## src/rtl/button_debouncer.sv

```systemverilog
// Debounces NUM_BTN push buttons, sampling them on rising edges of the slow clk_debounce wave.
// Define BTN_AUTOREPEAT_EN to add auto-repeat press pulses while a button is held.

module button_debouncer #(
    parameter int NUM_BTN        = 5,
    parameter int STABLE_SAMPLES = 4,
    parameter int REPEAT_DELAY   = 250,
    parameter int REPEAT_PERIOD  = 50
) (
    input  logic               clk_in,
    input  logic               rst,
    input  logic               clk_debounce,
    input  logic [NUM_BTN-1:0] btn_in,
    output logic [NUM_BTN-1:0] btn_level,
    output logic [NUM_BTN-1:0] btn_press,
    output logic [NUM_BTN-1:0] btn_release
);

    localparam int CNT_W = $clog2(STABLE_SAMPLES + 1);
    localparam logic [CNT_W-1:0] CNT_LAST = CNT_W'(STABLE_SAMPLES - 1);

    // Out-of-range parameters leave a g_param_error scope in the elaborated hierarchy.
    if (STABLE_SAMPLES < 1 || REPEAT_DELAY < 1 || REPEAT_PERIOD < 1) begin : g_param_error
    end

    logic               r_dbc_s1;
    logic               r_dbc_s2;
    logic               r_dbc_d;
    logic               r_strobe;
    logic [NUM_BTN-1:0] r_btn_s1;
    logic [NUM_BTN-1:0] r_btn_s2;
    logic [CNT_W-1:0]   r_cnt [NUM_BTN];
    logic [CNT_W-1:0]   w_cnt_nxt [NUM_BTN];
    logic [NUM_BTN-1:0] r_level;
    logic [NUM_BTN-1:0] r_press;
    logic [NUM_BTN-1:0] r_release;
    logic [NUM_BTN-1:0] w_level_nxt;
    logic [NUM_BTN-1:0] w_accept_press;
    logic [NUM_BTN-1:0] w_accept_release;
    logic [NUM_BTN-1:0] w_press_nxt;

    always_ff @(posedge clk_in or posedge rst) begin
        if (rst) begin
            r_dbc_s1 <= 1'b0;
            r_dbc_s2 <= 1'b0;
            r_dbc_d  <= 1'b0;
            r_strobe <= 1'b0;
        end else begin
            r_dbc_s1 <= clk_debounce;
            r_dbc_s2 <= r_dbc_s1;
            r_dbc_d  <= r_dbc_s2;
            r_strobe <= r_dbc_s2 & ~r_dbc_d;
        end
    end

    always_ff @(posedge clk_in or posedge rst) begin
        if (rst) begin
            r_btn_s1 <= '0;
            r_btn_s2 <= '0;
        end else begin
            r_btn_s1 <= btn_in;
            r_btn_s2 <= r_btn_s1;
        end
    end

    // A sample agreeing with the current level restarts the count, so glitches never accumulate.
    always_comb begin
        w_cnt_nxt        = r_cnt;
        w_level_nxt      = r_level;
        w_accept_press   = '0;
        w_accept_release = '0;
        if (r_strobe) begin
            for (int i = 0; i < NUM_BTN; i++) begin
                if (r_btn_s2[i] == r_level[i]) begin
                    w_cnt_nxt[i] = '0;
                end else if (r_cnt[i] == CNT_LAST) begin
                    w_cnt_nxt[i]        = '0;
                    w_level_nxt[i]      = r_btn_s2[i];
                    w_accept_press[i]   = r_btn_s2[i];
                    w_accept_release[i] = ~r_btn_s2[i];
                end else begin
                    w_cnt_nxt[i] = r_cnt[i] + CNT_W'(1);
                end
            end
        end
    end

`ifdef BTN_AUTOREPEAT_EN
    localparam int RPT_MAX = (REPEAT_DELAY > REPEAT_PERIOD) ? REPEAT_DELAY : REPEAT_PERIOD;
    localparam int RPT_W   = $clog2(RPT_MAX + 1);
    localparam logic [RPT_W-1:0] RPT_DELAY_V  = RPT_W'(REPEAT_DELAY);
    localparam logic [RPT_W-1:0] RPT_PERIOD_V = RPT_W'(REPEAT_PERIOD);

    logic [RPT_W-1:0]   r_rpt [NUM_BTN];
    logic [RPT_W-1:0]   w_rpt_nxt [NUM_BTN];
    logic [NUM_BTN-1:0] r_phase;
    logic [NUM_BTN-1:0] w_phase_nxt;
    logic [NUM_BTN-1:0] w_repeat;

    // An accepted edge in the same strobe wins over a due repeat pulse.
    always_comb begin
        w_rpt_nxt   = r_rpt;
        w_phase_nxt = r_phase;
        w_repeat    = '0;
        if (r_strobe) begin
            for (int i = 0; i < NUM_BTN; i++) begin
                if (w_accept_press[i] || w_accept_release[i]) begin
                    w_rpt_nxt[i]   = '0;
                    w_phase_nxt[i] = 1'b0;
                end else if (r_level[i]) begin
                    if ((r_rpt[i] + RPT_W'(1)) == (r_phase[i] ? RPT_PERIOD_V : RPT_DELAY_V)) begin
                        w_rpt_nxt[i]   = '0;
                        w_phase_nxt[i] = 1'b1;
                        w_repeat[i]    = 1'b1;
                    end else begin
                        w_rpt_nxt[i] = r_rpt[i] + RPT_W'(1);
                    end
                end
            end
        end
    end

    always_ff @(posedge clk_in or posedge rst) begin
        if (rst) begin
            for (int i = 0; i < NUM_BTN; i++) begin
                r_rpt[i] <= '0;
            end
            r_phase <= '0;
        end else begin
            r_rpt   <= w_rpt_nxt;
            r_phase <= w_phase_nxt;
        end
    end

    assign w_press_nxt = w_accept_press | w_repeat;
`else
    assign w_press_nxt = w_accept_press;
`endif

    always_ff @(posedge clk_in or posedge rst) begin
        if (rst) begin
            for (int i = 0; i < NUM_BTN; i++) begin
                r_cnt[i] <= '0;
            end
            r_level   <= '0;
            r_press   <= '0;
            r_release <= '0;
        end else begin
            r_cnt     <= w_cnt_nxt;
            r_level   <= w_level_nxt;
            r_press   <= w_press_nxt;
            r_release <= w_accept_release;
        end
    end

    assign btn_level   = r_level;
    assign btn_press   = r_press;
    assign btn_release = r_release;

endmodule
```

## config.mk

```make
export PLATFORM = sky130hd
export DESIGN_NAME = button_debouncer
export DESIGN_NICKNAME = d
export VERILOG_FILES = /design/src/rtl/button_debouncer.sv
export SDC_FILE = /design/constraint.sdc
export NUM_CORES = 1
export LEC_CHECK = 0
export BUFFER_PORTS_ARGS = -buffer_cell sky130_fd_sc_hd__clkbuf_2
export CORE_MARGIN = 4
export CORE_UTILIZATION = 45
export CTS_BUF_LIST = sky130_fd_sc_hd__clkbuf_2
export DETAILED_ROUTE_END_ITERATION = 6
export GPL_TIMING_DRIVEN = 1
export PLACE_DENSITY_LB_ADDON = 0.08
export RECOVER_POWER = 50
export SETUP_SLACK_MARGIN = 0.05
export SLEW_MARGIN = 20
export SYNTH_ARGS = -nofsm -noshare
export SYNTH_HDL_FRONTEND = slang
export SYNTH_SLANG_ARGS = --single-unit
```

## constraint.sdc

```tcl
create_clock -name clk_in -period 3.2 [get_ports clk_in]
set_input_delay 0.16 -clock clk_in [delete_from_list [all_inputs] [get_ports clk_in]]
set_output_delay 0.16 -clock clk_in [all_outputs]
set_load 0.02 [all_outputs]
```

After elaboration in Yosys (flattened, before gate mapping):

Index checks and enable logic that the tools add are counted.

* add/subtract/negate cells: 5
* muxes and demuxes: 32
* bitwise logic cells: 12
* reductions and logical operators: 5
* eq/ne operators: 10

Operators by type and width (count)
* $mux 3: 10
* $mux 1: 20
* $add 3x1->3 const B: 5
* $eq 3x2->1 const B: 5
* $reduce_and 3->1: 5
* $not 1->1: 11
* $mux 5: 2
* $eq 1x1->1: 5
* $and 1x1->1: 1

* output and inout bits: 15
* input bits: 8
* word-level logic and storage cells: 82
* register bits: 44

Depth between registers and ports, before layout:

Gate-level depths: netlist of the first run.

* depth in word-level cells: 4
* gate-level depth with buffers: 3
* mapped depth without buffers: 3

Worst setup path before layout of the first run:

OpenSTA, ideal clock, no wires.

* path kind: register to register
* start: register r_cnt[0] (netlist bit)
* end: register r_level[4] (netlist: btn_level[4])
* data arrival time: 980 ps
* buffers on the path: 0
* library setup time: 125 ps
* period minus slack after synthesis: 1105 ps
* slack: 2095 ps
* stages on the path, launching flop included: 4
* required time: 3075 ps
* cell sequence: dfrtp_1 > ha_1 > nand3b_4 > mux2_4

* longest elaborated chain between the ends: 2

RTL lines
* start, declared: RTL line 32 `logic [CNT_W-1:0] r_cnt [NUM_BTN];`
* start signal, assigned: RTL line 149 `r_cnt <= w_cnt_nxt;`
* $eq 3x2->1: RTL line 76 `end else if (r_cnt[i] == CNT_LAST) begin`
* $reduce_and 3->1 (no line)
* end signal, assigned: RTL line 150 `r_level <= w_level_nxt;`
* end, declared: RTL line 34 `logic [NUM_BTN-1:0] r_level;`

Every way passes these cells.
A chain may end at the register's enable or synchronous reset.

==> flow_metrics.env, run 1 <==
export IMPL_fill_cells=341
export IMPL_cts_setup_buffers=0
export IMPL_max_freq_mhz=726
export IMPL_end_kind="flip-flop"
export IMPL_die_x_um=71.0
export IMPL_viasPerCell=4.91
export IMPL_io_pins=23
export IMPL_r2r_start="r_strobe$_DFF_PP0_"
export IMPL_outcome="finished, final reports clean"
export IMPL_routed_wirelength_um=2600
export IMPL_min_path_type="in2async"
export IMPL_slowest_stage="dfrtp_2"
export IMPL_worstMarginPinSlew_ps=609
export IMPL_dp_hpwl_um=1810
export IMPL_drive_gt1_share_pct=23.9
export IMPL_avgSynthCellArea_um2=13.8
export IMPL_ys_seq_elements=44
export IMPL_port_buffers=22
export IMPL_syn_to_final_growth_pct=14.6
export IMPL_grt_pass1_vias=1099
export IMPL_cap_violations=0
export IMPL_fin_nets=176
export IMPL_clock_path_buffers=2
export IMPL_wl_per_cell_um=12.3
export IMPL_synth_edff_count=0
export IMPL_synthDistinctLibCells=16
export IMPL_yosys_area_top_type_share_pct=61.7
export IMPL_root_buffer="clkbuf_2"
export IMPL_ys_flop_type="dfrtp_1"
export IMPL_overflow=0
export IMPL_start_util_pct=47.7
export IMPL_grt_pass1_wl_um=4810
export IMPL_synth_cells=129
export IMPL_antenna_found_initial=0
export IMPL_cts_buffers=5
export IMPL_grt_max_degree=31
export IMPL_track_usage_pct=12.1
export IMPL_yosysMostFrequentCell="dfrtp_1"
export IMPL_slowest_delay_ps=800
export IMPL_die_h_um=71.0
export IMPL_crit_chain="or2b_1 > o31ai_1"
export IMPL_leakage_nw=1.07
export IMPL_design_core_area_um2=3740
export IMPL_n_antenna_cell=0
export IMPL_critPathKind="reg2reg"
export IMPL_drtIter0Drc=43
export IMPL_syn_nets=142
export IMPL_crit_buf_inv=0
export IMPL_hold_viol=0
export IMPL_antenna_left=0
export IMPL_htree_levels=2
export IMPL_setup_tns_final_ps=0
export IMPL_cts_sinks=44
export IMPL_multi_input_area_um2=621
export IMPL_critical_path_max_fanout=30
export IMPL_drc=0
export IMPL_row_count=22
export IMPL_critPathTopFamily="flip-flops"
export IMPL_insertion_delay_ps=390
export IMPL_setup_violations=0
export IMPL_synthArstFlopShare_pct=100
export IMPL_post_cts_resized=0
export IMPL_final_seq_area_um2=1100
export IMPL_cts_tree="done"
export IMPL_timing_hold_ws_ps=257
export IMPL_ir_drop_v=0.000274
export IMPL_synth_top_area_cell="dfrtp_1"
export IMPL_critPathRequiredTime_ps=3510
export IMPL_crit_arrival_ps=1690
export IMPL_power_per_cell_area_nw_per_um2=596
export IMPL_period_minus_slack_ps=1380
export IMPL_skew_ps=10.7
export IMPL_slew_headroom_pct=59.4
export IMPL_synth_seq_area_share_pct=61.7
export IMPL_clkTransAtPathRegs_ps=190
export IMPL_period_share_pct=43.0
export IMPL_vias=1037
export IMPL_die_area_um2=5040
export IMPL_slew_viol_final=0
export IMPL_yosysWarnings=0
export IMPL_gp_congestion=0.705
export IMPL_post_synth_instance_area_um2=1780
export IMPL_synthTopCellsByCount="dfrtp_1, nand2b_1, inv_1"
export IMPL_crit_path_start_kind="flip-flop"
export IMPL_rsz0062_at_grt="no"
export IMPL_first_pass_iters=4
export IMPL_timing_critical_path_from="r_strobe$_DFF_PP0_"
export IMPL_synth_area_leaders="dfrtp_1, nand3b_4, nand2b_1"
area by class of cell:
type | instances | area share, %
clock buffers | 5 | 1.22
clock inverters | 2 | 0.367
inverters | 11 | 2.02
multi-input cells | 71 | 30.4
flip-flops and latches | 44 | 53.9
well taps | 48 | 2.94
repair buffers | 30 | 9.18
through the flow:
step / area (um2) / instances / total power [W] / worst slack (ps) / util, %
finish: 2040 / 211 / 0.00122 / 1820 / 54.6
global route: 2040 / 211 / 0.00131 / 1670 / 54.6
CTS: 2040 / 211 / 0.00124 / 1470 / 54.6
detailed placement: 1940 / 197 / 0.00102 / 1490 / 51.8
global placement: 1940 / 197 / 0.00100 / 1540 / 51.8
floorplan: 1780 / 129 / 0.000941 / 2010 / -
cells in the final DEF, fill, tap and decap left out, types with 5 or more instances in the layout:
| cell type | n |
|---|---|
| ha_1 | 5 |
| clkbuf_2 | 27 |
| o22ai_1 | 5 |
| dfrtp_1 | 43 |
| mux2_4 | 5 |
| nand3b_4 | 5 |
| nand2_1 | 5 |
| nor3b_1 | 10 |
| o31ai_1 | 5 |
| o32ai_1 | 5 |
| nor2b_1 | 6 |
| nand2b_1 | 14 |
| inv_1 | 10 |
| xnor2_1 | 5 |
| dlygate4sd3_1 | 7 |
timing repair:
item | CTS | global route
endpoints found under the setup margin | 0 | 0
hold buffers | 7 | 0
endpoints found under the hold margin | 21 | 0
report_power, final:
group | internal (W) | leakage (nW) | switching (W) | total (W)
clock | 0.0000451 | 0.0239 | 0.000160 | 0.000205
combinational | 0.000154 | 0.478 | 0.000144 | 0.000298
sequential | 0.000636 | 0.569 | 0.0000791 | 0.000716
total | 0.000835 | 1.07 | 0.000383 | 0.00122
metal layers:
metal  vias up  track usage [%]  part of all wire, %
li1        503                -                    -
met1       510             14.3                   43
met2        19             20.1                   51
met3         5             3.69                  4.7
met4         0             5.64                  1.2
met5         -                0                    0
kinds of logic after synthesis:
logic type      count (synthesis)  synth area share (%)
mux                             5                  4.21
buf+inv                        14                  3.51
flops                          44                  61.7
fa+ha+maj                       5                  3.51
xor+xnor                        5                  2.45
compound gates                 15                  6.31
simple gates                   41                  18.3
state kept, by name (all words and copies together), names as in the netlist, 5 cells and up:
signal	cells
r_btn_s1	5
btn_level	5
btn_release	5
r_cnt	15
btn_press	5
r_btn_s2	5
worst register-to-register path: stages, from the launching register on:
cell	delay (ps)
dfrtp_2	800
or2b_1	290
o31ai_1	220
final timing paths:
kind | slack [ps] | cells after the start | end
worst max register to register | 1820 | 2 | r_cnt[0]$_DFFE_PP0P_
min in group clk_in | 370 | 0 | r_btn_s2[3]$_DFF_PP0_
worst min register to register | 370 | 0 | r_btn_s2[3]$_DFF_PP0_
worst min-delay path | 260 | 3 | r_btn_s2[2]$_DFF_PP0_
max in group asynchronous | 2220 | 4 | r_strobe$_DFF_PP0_
worst max-delay path | 1820 | 2 | r_cnt[0]$_DFFE_PP0P_
(Power assumes the default switching activity.)
==> run 2, diff against run 1 <==
--- a/config.mk
+++ b/config.mk
@@ -5,6 +5,7 @@
 export SDC_FILE = /design/constraint.sdc
 export NUM_CORES = 1
 export LEC_CHECK = 0
+export ABC_AREA = 1
 export BUFFER_PORTS_ARGS = -buffer_cell sky130_fd_sc_hd__clkbuf_2
 export CORE_MARGIN = 4
 export CORE_UTILIZATION = 45
==> constraint.sdc (replaced) <==
create_clock -name clk_in -period 1.4 [get_ports clk_in]
set_input_delay 0.07 -clock clk_in [delete_from_list [all_inputs] [get_ports clk_in]]
set_output_delay 0.07 -clock clk_in [all_outputs]
set_load 0.02 [all_outputs]
==> run 2 against run 1 <==
Compared with the run above: final area shrank 1.1%; clock skew grew 4.0 ps; via count grew 15%; non-clock buffer count grew 2; maximum frequency grew 19%; worst setup slack lost 1600 ps; critical path type unchanged; largest cell class unchanged.
==> flow_metrics.env, run 2 <==
export IMPL_antenna_found_initial=0
export IMPL_synth_compound_area_share_pct=6.98
export IMPL_post_synth_instance_area_um2=1740
export IMPL_routed_wirelength_um=2700
export IMPL_period_share_pct=82.7
export IMPL_critPathTopFamily="flip-flops"
export IMPL_fin_util_pct=54.8
export IMPL_synth_cells=175
export IMPL_synth_top_area_cell="dfrtp_1"
export IMPL_row_count=22
export IMPL_n_antenna_cell=0
export IMPL_muxShareOfSynthArea_pct=0
export IMPL_die_x_um=70.1
export IMPL_min_path_type="in2async"
export IMPL_crit_top_cell="nand2_1"
export IMPL_drtIter0Drc=43
export IMPL_ir_drop_v=0.000826
export IMPL_drive_gt1_share_pct=18.9
export IMPL_critPathRequiredTime_ps=1690
export IMPL_finalNonFillerCells=260
export IMPL_worstMarginPinSlew_ps=631
export IMPL_synthTopCellsByCount="nand2_1, dfrtp_1, inv_1"
export IMPL_synth_area_leaders="dfrtp_1, nand2_1, inv_1"
export IMPL_ys_flop_type="dfrtp_1"
export IMPL_largest_reg_flops=15
export IMPL_synth_adder_area_share_pct=3.60
export IMPL_synthDistinctLibCells=14
export IMPL_post_cts_resized=0
export IMPL_track_usage_pct=13.0
export IMPL_root_buffer="clkbuf_2"
export IMPL_cts_buffers=5
export IMPL_grt_pass1_wl_um=5110
export IMPL_die_h_um=70.1
export IMPL_synth_seq_area_share_pct=63.4
export IMPL_crit_chain="ha_1 > inv_1 > nor2_1 > nand3_1 > nand2_1 > nand2_1"
export IMPL_most_common_layout_cells="nand2_1, dfrtp_1, inv_1, clkbuf_2, nor2_1"
export IMPL_setup_tns_final_ps=0
export IMPL_critical_path_max_fanout=3
export IMPL_skew_ps=14.7
export IMPL_leakage_nw=1.15
export IMPL_io_pins=23
export IMPL_die_area_um2=4920
export IMPL_dp_hpwl_um=1970
export IMPL_regMostFlops="r_cnt"
export IMPL_worstReg2RegEnd="btn_level[0]$_DFFE_PP0P_"
export IMPL_vias=1189
export IMPL_crit_buf_inv=1
export IMPL_antenna_left=0
export IMPL_gp_congestion=0.754
export IMPL_fin_nets=225
export IMPL_htree_levels=2
export IMPL_cts_tree="done"
export IMPL_clock_path_buffers=2
export IMPL_end_kind="flip-flop"
export IMPL_r2r_start="r_cnt[12]$_DFFE_PP0P_"
export IMPL_first_pass_iters=4
export IMPL_synth_top_family_by_area="simple AND/OR/NAND/NOR gates"
export IMPL_start_util_pct=47.1
export IMPL_max_freq_mhz=864
export IMPL_period_minus_slack_ps=1160
export IMPL_port_buffers=22
export IMPL_drc=0
export IMPL_synthArstFlopShare_pct=100
export IMPL_synthSimpleGateAreaFrac_pct=17.6
export IMPL_insertion_delay_ps=380
export IMPL_overflow=0
export IMPL_grt_max_degree=29
export IMPL_avgSynthCellArea_um2=9.93
export IMPL_yosys_area_top_type_share_pct=63.4
export IMPL_slowest_delay_ps=420
export IMPL_synth_edff_count=0
export IMPL_viasPerCell=4.57
export IMPL_ys_seq_elements=44
export IMPL_ff2ff_path_depth=6
export IMPL_cts_sinks=44
export IMPL_setup_violations=0
export IMPL_syn_to_final_growth_pct=16.3
export IMPL_final_common_cell="nand2_1"
export IMPL_grt_pass1_vias=1238
export IMPL_outcome="finished, final reports clean"
export IMPL_slew_viol_final=0
export IMPL_rsz0062_at_grt="no"
export IMPL_critPathKind="reg2reg"
export IMPL_yosysMostFrequentCell="nand2_1"
export IMPL_wl_per_cell_um=10.4
export IMPL_yosysWarnings=0
export IMPL_crit_path_start_kind="flip-flop"
export IMPL_slew_headroom_pct=57.7
export IMPL_power_per_cell_area_nw_per_um2=1400
export IMPL_crit_arrival_ps=1450
export IMPL_syn_nets=188
export IMPL_hold_viol=0
export IMPL_rrSetupSlack_ps=240
export IMPL_clkTransAtPathRegs_ps=200
export IMPL_slowest_stage="dfrtp_1"
export IMPL_cap_violations=0
export IMPL_design_core_area_um2=3690
export IMPL_synth_xor_area_share_pct=0
export IMPL_place_inst=246
==> run 2: cell count changes after synthesis, sizes merged, moves of 6 or more <==
cell | before | now
nand2b | 14 | 0
inv | 11 | 33
nor2 | 0 | 11
o21ai | 0 | 10
nor2b | 6 | 0
nor3b | 10 | 0
nand2 | 5 | 55
==> run 2: through the flow <==
step	instance area (um2)	hold slack (ps)	setup slack (ps)	power [W]
final	2020	194	242	0.00284
after global routing	2020	188	140	0.00311
after CTS	2020	164	243	0.00290
after detailed placement	1920	81.5	280	0.00241
after global placement	1920	76.3	335	0.00234
after floorplan	1740	101	299	0.00220
==> run 2: cells by family (layout without fill, tap and decap cells) <==
family,Yosys count,after routing
simple gates,76,76
compound gates,15,15
buf+inv,35,72
fa+ha+maj,5,5
flops,44,44
==> run 2: worst max path at each step <==
stage | endpoint | slack, ps | start | cells past startpoint
2_1_floorplan | btn_level[0]$_DFFE_PP0P_ | 300 | rst | 1
3_3_place_gp | btn_level[0]$_DFFE_PP0P_ | 340 | r_cnt[12]$_DFFE_PP0P_ | 6
3_5_place_dp | btn_level[0]$_DFFE_PP0P_ | 280 | r_cnt[12]$_DFFE_PP0P_ | 6
4_1_cts | btn_level[0]$_DFFE_PP0P_ | 240 | r_cnt[12]$_DFFE_PP0P_ | 6
5_1_grt | btn_level[1]$_DFFE_PP0P_ | 140 | r_cnt[9]$_DFFE_PP0P_ | 6
6_report | btn_level[0]$_DFFE_PP0P_ | 240 | r_cnt[12]$_DFFE_PP0P_ | 6
==> run 2: what timing repair did <==
item | CTS | global route
buffers inserted | 0 | 0
endpoints found under the hold margin | 50 | 0
hold buffers | 7 | 0
==> run 2: power breakdown <==
part	total (W)	switching (W)	internal, W
Combinational	0.000778	0.000481	0.000296
Clock	0.000457	0.000354	0.000103
Sequential	0.00160	0.000144	0.00146
Total	0.00284	0.000980	0.00186
==> run 2: final cells by class <==
| class | instances | area [um2] |
|---|---|---|
| inverters | 33 | 124 |
| multi-input cells | 96 | 490 |
| clock buffers | 5 | 25.0 |
| repair buffers | 32 | 214 |
| flip-flops and latches | 44 | 1100 |
| well taps | 48 | 60.1 |
| clock inverters | 2 | 7.51 |
| fillers | 356 | 1670 |
==> run 2: worst min-delay path, stage by stage <==
cell and delay (ps):
dlygate4sd3_1 530, buf_1 90, clkinv_1 340
==> run 2: metal layers <==
layer | routed length [um] | GRT usage, % | up-vias
li1 | - | - | 605
met1 | 1180 | 14.8 | 560
met2 | 1340 | 22.0 | 18
met3 | 122 | 4.46 | 6
met4 | 59 | 5.74 | 0
met5 | 0 | 0 | -
==> run 3, diff against run 2 <==
==> constraint.sdc (replaced) <==
create_clock -name clk_in -period 1.2 [get_ports clk_in]
set_input_delay 0.06 -clock clk_in [delete_from_list [all_inputs] [get_ports clk_in]]
set_output_delay 0.06 -clock clk_in [all_outputs]
set_load 0.02 [all_outputs]
==> run 3 against run 2 <==
Compared with the run above: first-iteration DRC count up 35%; highest routed layer unchanged; routed wire length up 1.4%; clock-buffer cell count up 2; critical path depth down 5; largest cell class unchanged; largest power group unchanged.
==> flow_metrics.env, run 3 (same netlist as run 2, synthesis figures left out) <==
export IMPL_outcome="finished, final reports clean"
export IMPL_final_seq_area_um2=1100
export IMPL_leakage_nw=1.16
export IMPL_design_core_area_um2=3690
export IMPL_clkTransAtPathRegs_ps=200
export IMPL_ff2ff_path_depth=6
export IMPL_overflow=0
export IMPL_slowest_stage="dfrtp_1"
export IMPL_die_x_um=70.1
export IMPL_wl_per_cell_um=10.4
export IMPL_hold_viol=0
export IMPL_cts_sinks=44
export IMPL_antenna_left=0
export IMPL_grt_pass1_vias=1190
export IMPL_holdPathEnd="r_btn_s1[1]$_DFF_PP0_"
export IMPL_syn_to_final_growth_pct=19.0
export IMPL_slew_headroom_pct=61.6
export IMPL_rsz0062_at_grt="yes"
export IMPL_end_kind="primary output"
export IMPL_crit_path_start_kind="flip-flop"
export IMPL_row_count=22
export IMPL_min_delay_start="btn_in[1]"
export IMPL_start_util_pct=47.1
export IMPL_period_share_pct=89.4
export IMPL_dp_hpwl_um=1820
export IMPL_cap_violations=0
export IMPL_critical_path_max_fanout=4
export IMPL_postLayoutSetupSlackWorst_ps=128
export IMPL_ir_drop_v=0.000903
export IMPL_die_area_um2=4920
export IMPL_slowest_delay_ps=430
export IMPL_io_pins=23
export IMPL_critPathTopFamily="flip-flops"
export IMPL_drive_gt1_share_pct=24.5
export IMPL_cts_buffers=5
export IMPL_routed_wirelength_um=2740
export IMPL_setup_tns_final_ps=0
export IMPL_final_common_cell="nand2_1"
export IMPL_crit_chain="clkbuf_2"
export IMPL_worstReg2RegEnd="r_cnt[6]$_DFFE_PP0P_"
export IMPL_crit_buf_inv=1
export IMPL_slew_viol_final=0
export IMPL_insertion_delay_ps=390
export IMPL_setup_violations=0
export IMPL_rrSetupSlack_ps=130
export IMPL_regMostFlops="r_cnt"
export IMPL_grt_pass1_wl_um=4810
export IMPL_drtIter0Drc=58
export IMPL_drc=0
export IMPL_largest_reg_flops=15
export IMPL_gp_congestion=0.728
export IMPL_track_usage_pct=12.5
export IMPL_vias=1216
export IMPL_antenna_found_initial=0
export IMPL_min_path_type="in2reg"
export IMPL_critPathKind="reg2out"
export IMPL_clock_path_buffers=2
export IMPL_first_pass_iters=4
export IMPL_root_buffer="clkbuf_2"
export IMPL_post_place_ws_ps=109
export IMPL_critPathRequiredTime_ps=1140
export IMPL_viasPerCell=4.61
export IMPL_r2r_start="r_cnt[6]$_DFFE_PP0P_"
export IMPL_worstMarginPinSlew_ps=575
export IMPL_cts_tree="done"
export IMPL_fin_nets=228
export IMPL_fill_cells=342
export IMPL_max_freq_mhz=933
export IMPL_grt_max_degree=45
export IMPL_n_antenna_cell=0
export IMPL_hold_depth=2
export IMPL_port_buffers=22
export IMPL_htree_levels=2
export IMPL_most_common_layout_cells="nand2_1, dfrtp_1, inv_1, clkbuf_2, o21ai_2"
export IMPL_crit_arrival_ps=1010
export IMPL_multi_input_area_um2=513
export IMPL_power_per_cell_area_nw_per_um2=1660
export IMPL_skew_ps=11.6
export IMPL_die_h_um=70.1
export IMPL_period_minus_slack_ps=1070
[run 3: through the flow]
stage                     hold slack [ps]  instances  area (um2)  total power (W)  util, %
after global routing                  254        264        2070          0.00374     56.1
after CTS                             164        261        2030          0.00341     55.0
after detailed placement              100        246        1920          0.00279     52.1
after global placement               91.3        246        1920          0.00273     52.1
after floorplan                      91.4        175        1740          0.00257        -
final                                 291        264        2070          0.00344     56.1
[run 3: area by class of cell]
class                           count  share of cell area [%]
Clock buffer                        7                    1.69
Clock inverter                      1                   0.181
Inverter                           33                    5.99
Multi-Input combinational cell     96                    24.8
Sequential cell                    44                    53.2
Tap cell                           48                    2.90
Timing Repair Buffer               35                    11.2
[run 3: repair_timing]
item / 4_1_cts / 5_1_grt
hold buffers: 7 / 0
gates resized for setup: 0 / 12
hold endpoints to repair: 50 / 0
endpoints found under the setup margin: 0 / 20
buffers inserted: 0 / 3
[run 3: layer usage]
metal,routed length (um),track usage (%),part of all wire (%),vias up
met5,0,0,0,-
met4,54,7.66,2.0,0
met3,116,3.60,4.2,5
met2,1310,20.1,48,19
met1,1250,14.5,46,581
li1,-,-,-,611
[run 3: worst reg2reg max path, stage by stage, from the launching register on]
cell     delay (ps)
dfrtp_1         440
ha_1            200
inv_1            80
nor2_2           50
inv_1            70
nand2_1          60
o21ai_2         120
[run 3: worst max path at each step]
stage	cells after the start	end	startpoint	slack, ps
2_1_floorplan	1	btn_level[0]$_DFFE_PP0P_	rst	110
3_3_place_gp	6	btn_level[0]$_DFFE_PP0P_	r_cnt[12]$_DFFE_PP0P_	140
3_5_place_dp	6	btn_level[0]$_DFFE_PP0P_	r_cnt[12]$_DFFE_PP0P_	110
4_1_cts	6	btn_level[0]$_DFFE_PP0P_	r_cnt[12]$_DFFE_PP0P_	60
5_1_grt	6	btn_level[1]$_DFFE_PP0P_	r_cnt[9]$_DFFE_PP0P_	7
6_report	1	btn_level[2]	btn_level[2]$_DFFE_PP0P_	130
[run 3: where the power goes]
group          switching [W]  internal (W)  leakage, nW
combinational       0.000590      0.000404        0.562
sequential          0.000151       0.00170        0.572
clock               0.000439      0.000156       0.0306
total                0.00118       0.00226         1.16
